$ cat src/rtl/genesys_pkg.sv
// Shared definitions for the genesys accumulation datapath.
// Widths that depend on a block's own parameters are derived here.
package genesys_pkg;

  localparam int NUM_REQ_MAX = 8;

  // Requester index width. It is never narrower than one bit, so a two-client
  // arbiter still carries a real index.
  function automatic int req_id_w(input int n);
    return (n > 2) ? $clog2(n) : 1;
  endfunction

  localparam int REQ_ID_W_MAX = req_id_w(NUM_REQ_MAX);

endpackage

$ cat src/rtl/rr_pick.sv
// Combinational round-robin picker. It grants the first set request at or after
// ptr, searching modulo NUM_REQ.
module rr_pick #(
  parameter int NUM_REQ = 4,
  parameter int ID_W    = genesys_pkg::req_id_w(NUM_REQ)
) (
  input  logic [NUM_REQ-1:0] req,
  input  logic [ID_W-1:0]    ptr,
  output logic [NUM_REQ-1:0] grant,
  output logic [ID_W-1:0]    grant_id
);

  logic            found;
  logic [ID_W-1:0] idx;

  always_comb begin
    grant    = '0;
    grant_id = '0;
    found    = 1'b0;
    idx      = '0;
    for (int k = 0; k < NUM_REQ; k++) begin
      idx = ID_W'((int'(ptr) + k) % NUM_REQ);
      if (!found && req[idx]) begin
        found      = 1'b1;
        grant[idx] = 1'b1;
        grant_id   = idx;
      end
    end
  end

endmodule

$ cat src/rtl/signed_adder.sv
// Fixed-point signed adder. Both operands are sign-extended to the output width.
// The sum wraps modulo 2**OUT_WIDTH.
module signed_adder #(
  parameter string DTYPE           = "FXP",
  parameter string REGISTER_OUTPUT = "FALSE",
  parameter int    IN1_WIDTH       = 20,
  parameter int    IN2_WIDTH       = 32,
  parameter int    OUT_WIDTH       = 32
) (
  input  logic signed [IN1_WIDTH-1:0] a,
  input  logic signed [IN2_WIDTH-1:0] b,
  output logic signed [OUT_WIDTH-1:0] out
);

  // Only the combinational fixed-point flavour exists in this codebase.
  localparam bit SUPPORTED = (DTYPE == "FXP") && (REGISTER_OUTPUT == "FALSE");

  function automatic logic signed [OUT_WIDTH-1:0] sext_a(input logic signed [IN1_WIDTH-1:0] v);
    return OUT_WIDTH'(v);
  endfunction

  function automatic logic signed [OUT_WIDTH-1:0] sext_b(input logic signed [IN2_WIDTH-1:0] v);
    return OUT_WIDTH'(v);
  endfunction

  function automatic logic signed [OUT_WIDTH-1:0] wrap_add(input logic signed [OUT_WIDTH-1:0] x,
                                                          input logic signed [OUT_WIDTH-1:0] y);
    return x + y;
  endfunction

  assign out = SUPPORTED ? wrap_add(sext_a(a), sext_b(b)) : '0;

endmodule

$ cat src/rtl/signed_adder_arbiter.sv
// Round-robin front end that shares one signed adder among NUM_REQ clients.
// Each sum returns after ADD_LATENCY enabled cycles, tagged with a one-hot strobe.
module signed_adder_arbiter
  import genesys_pkg::*;
#(
  parameter int NUM_REQ     = 4,
  parameter int IN1_WIDTH   = 20,
  parameter int IN2_WIDTH   = 32,
  parameter int OUT_WIDTH   = 32,
  parameter int ADD_LATENCY = 2
) (
  input  logic                           clk,
  input  logic                           reset,
  input  logic                           enable,
  input  logic [NUM_REQ-1:0]             req_valid,
  output logic [NUM_REQ-1:0]             req_ready,
  input  logic [NUM_REQ*IN1_WIDTH-1:0]   req_a,
  input  logic [NUM_REQ*IN2_WIDTH-1:0]   req_b,
  output logic [NUM_REQ-1:0]             rsp_valid,
  output logic [OUT_WIDTH-1:0]           rsp_data,
  output logic                           busy
);

  localparam int REQ_ID_W = req_id_w(NUM_REQ);

  typedef struct packed {
    logic                        valid;
    logic [REQ_ID_W-1:0]         id;
    logic signed [OUT_WIDTH-1:0] data;
  } stage_t;

  logic [REQ_ID_W-1:0]         ptr;
  logic [REQ_ID_W-1:0]         ptr_next;
  logic [REQ_ID_W-1:0]         grant_id;
  logic [NUM_REQ-1:0]          grant;
  logic [NUM_REQ-1:0]          pick_req;
  logic                        xfer;
  logic signed [IN1_WIDTH-1:0] sel_a;
  logic signed [IN2_WIDTH-1:0] sel_b;
  logic signed [OUT_WIDTH-1:0] sum;
  stage_t                      pipe [ADD_LATENCY];
  stage_t                      last;

  // Grant: stalls are applied by hiding all requests from the picker.
  assign pick_req = enable ? req_valid : '0;

  rr_pick #(
    .NUM_REQ (NUM_REQ),
    .ID_W    (REQ_ID_W)
  ) u_rr_pick (
    .req      (pick_req),
    .ptr      (ptr),
    .grant    (grant),
    .grant_id (grant_id)
  );

  assign req_ready = grant;
  assign xfer      = |(req_valid & grant);
  assign ptr_next  = (grant_id == REQ_ID_W'(NUM_REQ - 1)) ? '0 : grant_id + 1'b1;

  always_ff @(posedge clk or posedge reset) begin
    if (reset) begin
      ptr <= '0;
    end else if (xfer) begin
      ptr <= ptr_next;
    end
  end

  assign sel_a = req_a[grant_id*IN1_WIDTH +: IN1_WIDTH];
  assign sel_b = req_b[grant_id*IN2_WIDTH +: IN2_WIDTH];

  signed_adder #(
    .DTYPE           ("FXP"),
    .REGISTER_OUTPUT ("FALSE"),
    .IN1_WIDTH       (IN1_WIDTH),
    .IN2_WIDTH       (IN2_WIDTH),
    .OUT_WIDTH       (OUT_WIDTH)
  ) u_signed_adder (
    .a   (sel_a),
    .b   (sel_b),
    .out (sum)
  );

  // Stage 0 captures the sum. Later stages shift. Every stage freezes while enable is low.
  always_ff @(posedge clk or posedge reset) begin
    if (reset) begin
      for (int k = 0; k < ADD_LATENCY; k++) pipe[k] <= '0;
    end else if (enable) begin
      pipe[0] <= '{valid: xfer, id: grant_id, data: sum};
      for (int k = 1; k < ADD_LATENCY; k++) pipe[k] <= pipe[k-1];
    end
  end

  // Response: the strobe is masked during a stall, so the held result is delivered once.
  assign last     = pipe[ADD_LATENCY-1];
  assign rsp_data = last.data;

  always_comb begin
    rsp_valid = '0;
    if (last.valid && enable) rsp_valid[last.id] = 1'b1;
  end

  always_comb begin
    busy = 1'b0;
    for (int k = 0; k < ADD_LATENCY; k++) busy = busy | pipe[k].valid;
  end

endmodule

$ cat config.mk
export PLATFORM = sky130hd
export DESIGN_NAME = signed_adder_arbiter
export DESIGN_NICKNAME = d
export VERILOG_FILES = /design/src/rtl/genesys_pkg.sv /design/src/rtl/rr_pick.sv /design/src/rtl/signed_adder.sv /design/src/rtl/signed_adder_arbiter.sv
export SDC_FILE = /design/constraint.sdc
export NUM_CORES = 1
export LEC_CHECK = 0
export CAP_MARGIN = 15
export CELL_PAD_IN_SITES_DETAIL_PLACEMENT = 1
export CELL_PAD_IN_SITES_GLOBAL_PLACEMENT = 1
export CORE_ASPECT_RATIO = 1.25
export CORE_UTILIZATION = 35
export CTS_CLUSTER_SIZE = 12
export DETAILED_ROUTE_END_ITERATION = 12
export PLACE_DENSITY = 0.95
export SETUP_SLACK_MARGIN = 0.15
export SLEW_MARGIN = 20
export SYNTH_ARGS = -nofsm -noshare
export SYNTH_HDL_FRONTEND = slang
export SYNTH_SLANG_ARGS = --single-unit
$ cat constraint.sdc
create_clock -name clk -period 9.89 [get_ports clk]
set_clock_uncertainty 0.05 [all_clocks]
set_input_delay 1.4835 -clock clk [delete_from_list [all_inputs] [get_ports clk]]
set_output_delay 1.4835 -clock clk [all_outputs]
set_load 0.02 [all_outputs]
# Word-level counts from Yosys, hierarchy flattened
# Index checks and enable logic that the tools add are counted.
dict set report classes {
  eq_ne 1
  n_mul 1
  shift 2
  add_sub_neg 5
  n_lt_le_gt_ge 10
  mux 32
  bitwise_logic 5
  reduce_logical 13
}
# operator n
set op_table {}
lappend op_table {{indexed part select 128 x 8 -> 32 bit} 1}
lappend op_table {{indexed part select 80 x 8 -> 20 bit} 1}
lappend op_table {{adder 20 x 32 -> 32 bit} 1}
lappend op_table {{2-to-1 mux 4 bit} 6}
lappend op_table {{< comparator 2 x 3 -> 1 bit (second input constant)} 5}
lappend op_table {{2-to-1 mux 1 bit} 12}
lappend op_table {{OR 4 bit} 3}
lappend op_table {{demux 1 bit (select 2 bit)} 5}
lappend op_table {{greater-or-equal comparator 2 x 1 -> 1 bit (second input constant)} 5}
lappend op_table {{2-to-1 mux 2 bit} 5}
lappend op_table {{logical AND 1 bit} 9}
lappend op_table {{binary-select mux 1 bit (select 2 bit)} 4}
lappend op_table {{multiplier 2 x 3 -> 5 bit (second input constant)} 1}
lappend op_table {{adder 2 x 1 -> 2 bit (second input constant)} 2}
lappend op_table {{adder 2 bit (second input constant)} 2}
lappend op_table {{AND 4 bit} 1}
lappend op_table {{OR reduction 4 bit} 1}
lappend op_table {{zero test 1 bit} 3}
lappend op_table {{equality test 2 bit (second input constant)} 1}
lappend op_table {{OR 1 bit} 1}
dict set report totals {
  out_inout_bits 41
  elab_cells 76
  input_bits 215
  regBits 72
}

# Longest topological paths before layout
dict set report depth {
  word_depth 16
  mapped_depth 22
  depth_no_buf 19
}

# By module
# Synthesis repeated with hierarchy kept, for this count alone.
dict set report unflattened {
  cells_unflattened 575
  area_unflattened_um2 6563.8
}
# module cells_each n_inst seq_area_each_um2 area_per_inst_um2
set modules_own_cells {}
lappend modules_own_cells {signed_adder_arbiter 269 1 1801.7 4330.4}
lappend modules_own_cells {signed_adder 241 1 0.0 1744.2}
lappend modules_own_cells {rr_pick 65 1 0.0 489.2}

# Least setup slack after synthesis
# Ideal clock, no wire load.
dict set report synth_timing {
  kind {input to register}
  from {input req_valid[2]}
  to {register pipe[64] (netlist name)}
  cell_stages 18
  setup_ns 0.125
  arrival_time_ns 5.694
  n_path_buf 4
  required_ns 9.715
  setup_slack_ns 4.021
  path_cell_list {buf_2 mux4_2 and2_1 buf_6 a211oi_4 a21o_4 buf_6 buf_2 nand2_1 a31oi_1 ha_1 and3_1 nand3_1 or4_1 o2111ai_1 a21oi_1 xnor2_1 mux2_2}
}
dict set report synth_via {
  elab_chain_cells 16
  word_cells_on_any_way 26
  cone_classes {1 x add/sub; 1 x mul; 2 x shift; 16 x mux; 6 x reduce/logical}
}
# item line
set synth_lines {}
lappend synth_lines {{from (decl)} signed_adder_arbiter.sv:15} ;# input logic [NUM_REQ-1:0] req_valid,
lappend synth_lines {{2-to-1 mux 4 bit *} signed_adder_arbiter.sv:45} ;# assign pick_req = enable ? req_valid : '0;
lappend synth_lines {{binary-select mux 1 bit (select 2 bit)} rr_pick.sv:23} ;# if (!found && req[idx]) begin
lappend synth_lines {{2-to-1 mux 1 bit (implied by the code)} rr_pick.sv:23}
lappend synth_lines {{2-to-1 mux 1 bit} rr_pick.sv:23}
lappend synth_lines {{zero test 1 bit} rr_pick.sv:23}
lappend synth_lines {{logical AND 1 bit} rr_pick.sv:23}
lappend synth_lines {{2-to-1 mux 1 bit} rr_pick.sv:23}
lappend synth_lines {{zero test 1 bit} rr_pick.sv:23}
lappend synth_lines {{logical AND 1 bit} rr_pick.sv:23}
lappend synth_lines {{2-to-1 mux 1 bit} rr_pick.sv:23}
lappend synth_lines {{zero test 1 bit} rr_pick.sv:23}
lappend synth_lines {{logical AND 1 bit} rr_pick.sv:23}
lappend synth_lines {{2-to-1 mux 2 bit *} rr_pick.sv:23}
lappend synth_lines {{multiplier 2 x 3 -> 5 bit} signed_adder_arbiter.sv:69} ;# assign sel_a = req_a[grant_id*IN1_WIDTH +: IN1_WIDTH];
lappend synth_lines {{indexed part select 80 x 8 -> 20 bit} signed_adder_arbiter.sv:69}
lappend synth_lines {{adder 20 x 32 -> 32 bit *} signed_adder.sv:28} ;# return x + y;
lappend synth_lines {{to (decl)} signed_adder_arbiter.sv:41} ;# stage_t pipe [ADD_LATENCY];
# Mark *: on every way between the ends. The rest lies on a longest branch, timed or not. The select of a mux whose other input is x is not followed.
# A chain may end at the register's enable or synchronous reset.

# Final worst setup path
dict set report layout_timing {
  from {input req_valid[2]}
  to {register pipe[61] (netlist name)}
}
# The elaborated chain is that of the path after synthesis.

==> impl_metrics.toml <==
[sta]
slew_headroom_pct = 28.59
tightest_slew_ns = 1.071
fin_crit_sh_pct = 70.88
whs_ns = 0.4343
rsz0062_at_grt = "no"
layout_min_cycle_time_ns = 7.010
hold_viol_final = 0
finalMaxSlewViolations = 0
final-setup-viol-count = 0
max_freq_mhz = 142.6
fin_tns_setup_ns = 0

[cells_and_area]
diodes = 0
area_growth_syn_to_layout_pct = 38.70
instances_no_fill = 1217
layout.nets = 1235
drive_above_1_share_pct = 9.848
fill_cells = 2176
final_cell_mix = "254 x clkdlybuf4s50_1, 140 x nand2_1, 72 x dfrtp_1, 59 x a211oi_1, 55 x mux2_2"
layout_commonest_cell = "clkdlybuf4s50_1"

[setup_path]
cp-end-kind = "flop"
crit_type = "primary input to flop"
cp.depth = 19
cpMaxStageDelayCell = "clkdlybuf4s50_1"
cp.arrival_ns = 7.18
path_buf_inv = 2
crit_top_cell = "a211oi_1"
slowest_delay_ns = 0.56
cp.required_ns = 10.06
startpoint_type = "primary input"
cp_max_fo = 63
path_delay_family = "compound AO/OA/AOI/OAI gates"
r2r_cells = 20
crit_chain = "clkdlybuf4s50_1 > mux4_2 > and2_1 > a31o_4 > a21o_4 > buf_4 > and2_1 > a211oi_1 > a31oi_1 > ha_1 > fa_1 > a211oi_1 > o211ai_1 > nand2_1 > o21ai_1 > a31o_2 > a211oi_1 > nand4b_1 > o311ai_1"

[floorplan]
die-area_sq_um = 19930
die_x_um = 126.5
design.core.area_sq_um = 18850
rows = 56
ios = 256
start_util_pct = 35.97
die_y_um = 157.6

[synthesis]
netlist_top_cells_area = "dfrtp_1 27%, mux2_2 9.1%, nand2_1 7.8%, ha_1 7.2%, a211oi_1 6.5%"
postSynthAreaPerCell_sq_um = 8.592
synth.top_cell.area_share_pct = 26.58
seq_area_frac_synth_pct = 26.58
async_reset_ff_share_pct = 100.0
dominantRegCellSynth = "dfrtp_1"
synth_edf_count = 0
yosysWarningCount = 0
syn_inst = 789
syn_area_sq_um = 6779
syn-num-nets = 1044
synth_top_cell_by_area = "dfrtp_1"
synth_seq_cells = 72
yosysUniqueCellTypes = 70

[power]
power.density_nw_per_um2 = 449.6
vdd_drop_max_mv = 0.2075
leakage_nw = 3.756
power_w = 0.004227

[routing]
vias = 6829
routed_wirelength_um = 24480
wl_per_cell_um = 20.11
first_pass_iters = 7
drtAntennaViolNets = 0
drc = 0
drt-vias-per-instance = 5.611
drt_iter0_drc = 273

[global_route]
overflow = 0
grt_first_pass_wirelength_um = 37780
grt_pass1_vias = 7107
grt_start_max_net_pins = 88
grtUsageTotal_pct = 24.40
antenna_found_initial = 0

[clock_network]
root_buffer = "clkbuf_16"
cts_setup_buffers = 0
ctsResizeCount = 0
clk_pin_slew_ns = 0.06
holdBufCountCts = 0
numCtsBuffers = 9
cts_tree = "yes"
cts.path.max_buffers = 2
cts_htree_levels = 3
clock-sinks = 72
clock_latency_ns = 0.34

[place]
dp_hpwl_um = 19410
routabilityCongestion = 0.8912
io_buffers = 255
dp.cells = 1201

[status]
run_status = "complete, no violations"

[flow_run]
max_cap_viol_count = 0

[min_path]
hold_class = "flop to flop"
min_path_cells = 1
-- flip-flops by register name, indices dropped and copies added, names as in the netlist --
name / flops
ptr: 2
pipe: 35
rsp_data: 32
last: 3
-- per-stage QoR --
step / util, % / worst slack, ns / area [sq um]
global route: 49.89 / 2.516 / 9403
CTS: 49.89 / 2.893 / 9403
global placement: 48.43 / 2.740 / 9129
detailed placement: 48.43 / 2.557 / 9129
finish: 49.89 / 2.880 / 9403
floorplan: - / 4.021 / 6779
-- cell usage after synthesis, drive strengths merged, types with 16 or more instances --
library cell	instances
nand2	141
dfrtp	72
buf	64
a211oi	61
mux2	56
and2	55
a31oi	53
ha	39
a21oi	30
nor2	22
inv	18
clkbuf	17
xnor2	16
-- power breakdown --
group,total (W),internal (W),switching [W]
clock network,0.000298,0.000175,0.000123
logic,0.00335,0.00142,0.00194
registers,0.000576,0.000465,0.000111
total,0.00423,0.00206,0.00217
-- path summary, 6_finish.rpt --
path / from / endpoint / slack (ns)
max: req_valid[2] / pipe[61] / 2.88
min: pipe[67] / pipe[67] / 0.43
max reg2reg: ptr[0] / pipe[61] / 3.05
min reg2reg: pipe[67] / pipe[67] / 0.43
max in group asynchronous: reset / rsp_data[10] / 7.48
min in group asynchronous: reset / rsp_data[2] / 1.69
-- layer usage --
| metal | up-vias | global-route usage, % | routed length [um] |
|---|---|---|---|
| li1 | 3222 | - | - |
| met1 | 3312 | 28.80 | 9852 |
| met2 | 236 | 43.30 | 12440 |
| met3 | 59 | 4.562 | 1302 |
| met4 | 0 | 10.33 | 888 |
| met5 | - | 0 | 0 |
-- final cells by class --
cell class              instances  area [sq um]  area share [%]
clock buffers                  10         239.0           2.542
multi-input cells             618          4374           46.52
well taps                     232         290.3           3.087
repair buffers                261          2595           27.60
clock inverters                 6         35.03          0.3726
inverters                      18         67.56          0.7186
flip-flops and latches         72          1802           19.16
-- kinds of logic (layout without fill, tap and decap cells) --
group                      after synthesis  count (layout)  share of synthesized area (%)
xor gates and xnor gates                27              27                          3.488
adders and majority gates               40              40                          7.494
and+or+nand+nor                        260             260                          18.07
buffers and inverters                   99             295                          8.896
DFF                                     72              72                          26.58
muxes                                   64              64                          11.22
AOI/OAI and AO/OA                      227             227                          24.25
Note: power is estimated with default switching activity, not from simulation.
